File: config.mk
export PLATFORM = sky130hd
export DESIGN_NAME = ddr3_cmd_issuer
export DESIGN_NICKNAME = d
export VERILOG_FILES = /design/src/rtl/ddr3_pkg.sv /design/src/rtl/ddr3_cmd_issuer.sv
export SDC_FILE = /design/constraint.sdc
export NUM_CORES = 1
export LEC_CHECK = 0
export CORE_ASPECT_RATIO = 0.9
export CORE_UTILIZATION = 38
export DETAILED_ROUTE_END_ITERATION = 16
export PLACE_DENSITY = 0.67
export SYNTH_ARGS = -nofsm -noshare
export SYNTH_HDL_FRONTEND = slang
export SYNTH_SLANG_ARGS = --single-unit
File: constraint.sdc
create_clock -name clk -period 2.55 [get_ports clk]
set_clock_uncertainty 0.2 [all_clocks]
set_input_delay 0.51 -clock clk [delete_from_list [all_inputs] [get_ports clk]]
set_output_delay 0.51 -clock clk [all_outputs]
set_load 0.03 [all_outputs]
File: src/rtl/ddr3_pkg.sv
// ddr3_pkg: opcodes, command word layout and issuer FSM states shared by the DDR3 command path
package ddr3_pkg;
  localparam logic [2:0] OP_NOP = 3'b000;
  localparam logic [2:0] OP_SCR = 3'b001;
  localparam logic [2:0] OP_SCW = 3'b010;
  localparam logic [2:0] OP_ATR = 3'b011;
  localparam logic [2:0] OP_ATW = 3'b100;
  localparam int CMD_W       = 34;
  localparam int CMD_OP_HI   = 33;
  localparam int CMD_OP_LO   = 31;
  localparam int CMD_ADDR_HI = 30;
  localparam int CMD_ADDR_LO = 5;
  localparam int CMD_RSVD_HI = 4;
  localparam int CMD_RSVD_LO = 0;
  typedef enum logic [1:0] {IDLE, ISSUE_R, ISSUE_W} state_t;
  function automatic logic [CMD_W-1:0] cmd_word(input logic [2:0] op, input logic [CMD_ADDR_HI-CMD_ADDR_LO:0] addr);
    return {op, addr, 5'b00000};
  endfunction
endpackage

File: src/rtl/ddr3_cmd_issuer.sv
// ddr3_cmd_issuer: expands host scalar/block requests into scalar FIFO pushes, at most one every two cycles
module ddr3_cmd_issuer
  import ddr3_pkg::*;
#(
  parameter int ADDR_W = 26,
  parameter int DATA_W = 16,
  parameter int CNT_W  = 4
) (
  input  logic              clk,
  input  logic              reset,
  input  logic              IN_valid,
  output logic              IN_ready,
  input  logic [2:0]        IN_cmd,
  input  logic [ADDR_W-1:0] IN_addr,
  input  logic [1:0]        IN_sz,
  input  logic [DATA_W-1:0] IN_wdata,
  input  logic              IN_wvalid,
  output logic              IN_wready,
  input  logic              CMD_full,
  output logic              CMD_put,
  output logic [CMD_W-1:0]  CMD_data_in,
  input  logic              DATA_full,
  output logic              DATA_put,
  output logic [DATA_W-1:0] DATA_data_in,
  output logic              busy,
  output logic              err
);
  state_t              state_q, state_d;
  logic [ADDR_W-1:0]   addr_q, addr_d;
  logic [CNT_W-1:0]    rem_q, rem_d;
  logic                ph_q, ph_d;
  logic                cmd_put_q, data_put_q, err_q;
  logic [CMD_W-1:0]    cmd_data_q, cmd_data_d;
  logic [DATA_W-1:0]   data_data_q, data_data_d;
  logic                accept, is_r, is_w, is_blk, launch_r, launch_w, launch;

  assign IN_ready     = (state_q == IDLE) && !reset;
  assign IN_wready    = launch_w;
  assign busy         = state_q != IDLE;
  assign err          = err_q;
  assign CMD_put      = cmd_put_q;
  assign DATA_put     = data_put_q;
  assign CMD_data_in  = cmd_data_q;
  assign DATA_data_in = data_data_q;

  // request decode and launch conditions; ph blocks a launch in the cycle after one so full flags are current
  always_comb begin
    accept   = IN_valid && IN_ready;
    is_r     = (IN_cmd == OP_SCR) || (IN_cmd == OP_ATR);
    is_w     = (IN_cmd == OP_SCW) || (IN_cmd == OP_ATW);
    is_blk   = (IN_cmd == OP_ATR) || (IN_cmd == OP_ATW);
    launch_r = !reset && (state_q == ISSUE_R) && !ph_q && !CMD_full;
    launch_w = !reset && (state_q == ISSUE_W) && !ph_q && !CMD_full && !DATA_full && IN_wvalid;
    launch   = launch_r || launch_w;
  end

  // next state: latch a request on accept, step address/count on each launch, return idle after the last word
  always_comb begin
    state_d     = state_q;
    addr_d      = addr_q;
    rem_d       = rem_q;
    ph_d        = launch;
    cmd_data_d  = cmd_data_q;
    data_data_d = data_data_q;
    if (accept && (is_r || is_w)) begin
      state_d = is_r ? ISSUE_R : ISSUE_W;
      addr_d  = IN_addr;
      rem_d   = is_blk ? CNT_W'(1) << IN_sz : CNT_W'(1);
    end
    if (launch) begin
      state_d    = (rem_q == CNT_W'(1)) ? IDLE : state_q;
      addr_d     = addr_q + ADDR_W'(1);
      rem_d      = rem_q - CNT_W'(1);
      cmd_data_d = {launch_w ? OP_SCW : OP_SCR, addr_q, 5'b00000};
    end
    data_data_d = launch_w ? IN_wdata : data_data_q;
  end

  // state and registered output pulses
  always_ff @(posedge clk) begin
    if (reset) begin
      state_q     <= IDLE;
      addr_q      <= '0;
      rem_q       <= '0;
      ph_q        <= 1'b0;
      cmd_put_q   <= 1'b0;
      data_put_q  <= 1'b0;
      err_q       <= 1'b0;
      cmd_data_q  <= '0;
      data_data_q <= '0;
    end else begin
      state_q     <= state_d;
      addr_q      <= addr_d;
      rem_q       <= rem_d;
      ph_q        <= ph_d;
      cmd_put_q   <= launch;
      data_put_q  <= launch_w;
      err_q       <= accept && (IN_cmd > OP_ATW);
      cmd_data_q  <= cmd_data_d;
      data_data_q <= data_data_d;
    end
  end
endmodule

==> qor.csv <==
metric,value,unit
status,"complete, no violations",
gp_congestion,0.817,
grt_antenna_before_repair,0,
final_max_slew_viol_count,0,
wl_per_cell,14.4,microns
path_class,input port to flop,
finalCritPeriodShare,94.7,%
combPwrFrac,10.1,%
vias,3534,
tightest_slew,582,ps
hold_slack,255,ps
grt_pass1_vias,3284,
rsz0062_at_grt,false,
p_int,2.06,mW
wl,9900,microns
synth_async_sr_flop_share,0,%
worstPathRequired,2640,ps
synth_top_area_share,44.3,%
fin_crit,2420,ps
h-tree-depth,3,
clockBufferDepth,2,
p_sw_share,23.8,%
seq_power_share,48.1,%
cts_tree,done,
power_density,531,nW/um^2
fmax,414,MHz
grt_pass1_wl,16000,microns
die-area,9790,sq um
vias_per_cell,5.14,
core-area,9130,sq um
hold_path_depth,2,
grt_start_max_net_pins,55,
critical_path.max_fanout,10,
syn_inst,445,
hold_viol_final,0,
clk_latency,350,ps
io_buffers,102,
r2r_cells,5,
antenna_cells,0,
grt_usage,20.4,%
worstPathArrival,2500,ps
placed_cells,671,
dr.pass1.iters,5,
grt_remaining_overflow,0,
fin_nets,616,
setup_viol,0,
vdd_drop_max,295,uV
die_x,104,microns
whs_endpoint,CMD_data_in[14],
reg2reg_to,addr_q[19],
start_kind,input port,
avgSynthCellArea,8.02,sq um
synthTopCellsByArea,"dfxtp_1 44%, nand2_1 10%, a21oi_1 6.0%, o21ai_0 3.8%, nand2b_1 3.3%",
yosysSeqAreaShare,44.3,%
synthToLayoutAreaGrowth,42.3,%
r2r-start,addr_q[7],
crit_path_end_kind,flop,
antenna_left,0,
rrSetupSlack,230,ps
synth_cell_types,56,
max_cap_viol_count,0,
hold_start,CMD_data_in[14],
dp_hpwl,7020,microns
yosys.area.top_type,dfxtp_1,
cts_sinks,79,
clkSlewWorstSetupHoldPaths,80,ps
max-slew-margin-rel,61.2,%
synth_area,3570,sq um
drive_above_1_share,10.3,%
numCtsBuffers,9,
p_sw,0.642,mW
yosys_warnings,0,
clkPwrFrac,41.8,%
hp-class,flop to flop,
ys_ff_latch,79,
fp-row-count,33,
clock_tree.root_cell,clkbuf_8,
drc,0,
fin_cells,687,
synth_ff_type,dfxtp_1,
die_h,94.0,microns
start_util,39.1,%
drt_iter0_drc,141,
synth_edf_count,0,
ios,109,
power_leakage,1.75,nW
[routing by layer]
layer | wire length (microns) | global-route usage [%] | share of wire, % | vias to the layer above
met5 | 0 | 0 | 0 | -
met4 | 102 | 6.31 | 1.0 | 0
met3 | 376 | 4.37 | 3.8 | 8
met2 | 4570 | 31.9 | 46 | 77
met1 | 4850 | 28.2 | 49 | 1653
li1 | - | - | - | 1796
[timing repair]
| action | 4_1_cts | 5_1_grt |
|---|---|---|
| setup endpoints to repair | 1 | 1 |
| setup buffers | 0 | 0 |
| gates resized for setup | 1 | 1 |
| hold buffers | 0 | 0 |
[critical path, cell delays in order]
cell             delay [ps]
clkdlybuf4s50_1         400
nand4bb_4               220
a2111o_1                380
buf_4                   170
clkinv_2                140
nand2_1                 160
or4_1                   430
nand3_1                  90
[synth_stat cells (all sizes together), types with 9 or more instances]
library cell	number
a21oi	43
a31oi	9
buf	14
clkbuf	19
dfxtp	79
nand2	97
nand2b	19
nand3	13
nand4	9
nor2	23
o211ai	9
o21ai	27
[cell usage in the layout, fill, tap and decap left out, types with 3 or more instances in the layout]
master,instances
nor3_1,6
and3_1,5
clkdlybuf4s50_1,99
clkbuf_8,9
nand3_1,13
a22oi_1,4
bufinv_16,3
conb_1,6
inv_1,6
dfxtp_1,79
nand2_1,97
and4_1,4
or2_2,3
o311ai_0,3
nor2_1,22
buf_4,30
ha_1,3
o21ai_0,27
a21oi_1,43
o211ai_1,9
or3_1,5
a211oi_1,3
a31oi_1,9
nand2b_1,19
nand4_1,9
a2bb2oi_1,3
[layout make-up]
| type | count | area [sq um] |
|---|---|---|
| fill | 857 | 4040 |
| inverter | 7 | 27.5 |
| timing repair buffer | 132 | 1250 |
| clock buffer | 11 | 131 |
| sequential | 79 | 1580 |
| clock inverter | 5 | 106 |
| tap | 122 | 153 |
| multi-input combinational | 331 | 1830 |
[stage by stage]
step	setup WS (ps)	utilization (%)	total power [mW]	instance area [sq um]	setup TNS (ps)
2_1_floorplan	91.5	-	1.45	3590	0
3_3_place_gp	-189	53.1	1.59	4840	-1770
3_5_place_dp	-207	53.1	1.60	4840	-2710
4_1_cts	132	55.7	2.72	5080	0
5_1_grt	30.1	55.7	2.80	5080	0
6_report	135	55.7	2.70	5080	0
[power groups by stage]
| stage | logic, mW | registers [mW] | clock network (mW) |
|---|---|---|---|
| after floorplan | 0.127 | 1.32 | 0 |
| after global placement | 0.267 | 1.33 | 0 |
| after detailed placement | 0.270 | 1.33 | 0 |
| after CTS | 0.272 | 1.30 | 1.15 |
| after global routing | 0.294 | 1.31 | 1.20 |
| final | 0.272 | 1.30 | 1.13 |
[worst max-delay path by stage]
stage	end	cells after the start	start
finish	addr_q[19]	8	DATA_full
global route	addr_q[19]	8	DATA_full
CTS	IN_wready	5	DATA_full
detailed placement	addr_q[19]	8	DATA_full
global placement	addr_q[19]	8	DATA_full
floorplan	IN_wready	3	DATA_full
[flip-flops by register name, indices dropped and copies added (netlist names)]
| register | flops |
|---|---|
| CMD_data_in | 28 |
| CMD_put | 1 |
| DATA_data_in | 16 |
| DATA_put | 1 |
| addr_q | 26 |
| err | 1 |
| rem_q | 4 |
| state_q | 2 |
[logic make-up (layout without fill, tap and decap cells)]
group | Yosys count | after routing | synth area share (%)
AOI/OAI and AO/OA | 117 | 117 | 20.1
DFF | 79 | 79 | 44.3
other | 1 | 6 | 0.105
xor gates and xnor gates | 3 | 3 | 0.736
adders and majority gates | 3 | 3 | 1.05
and+or+nand+nor | 200 | 200 | 28.0
muxes | 2 | 2 | 0.596
buffers and inverters | 40 | 155 | 5.15
No activity file was read; power rests on OpenSTA's default activity.
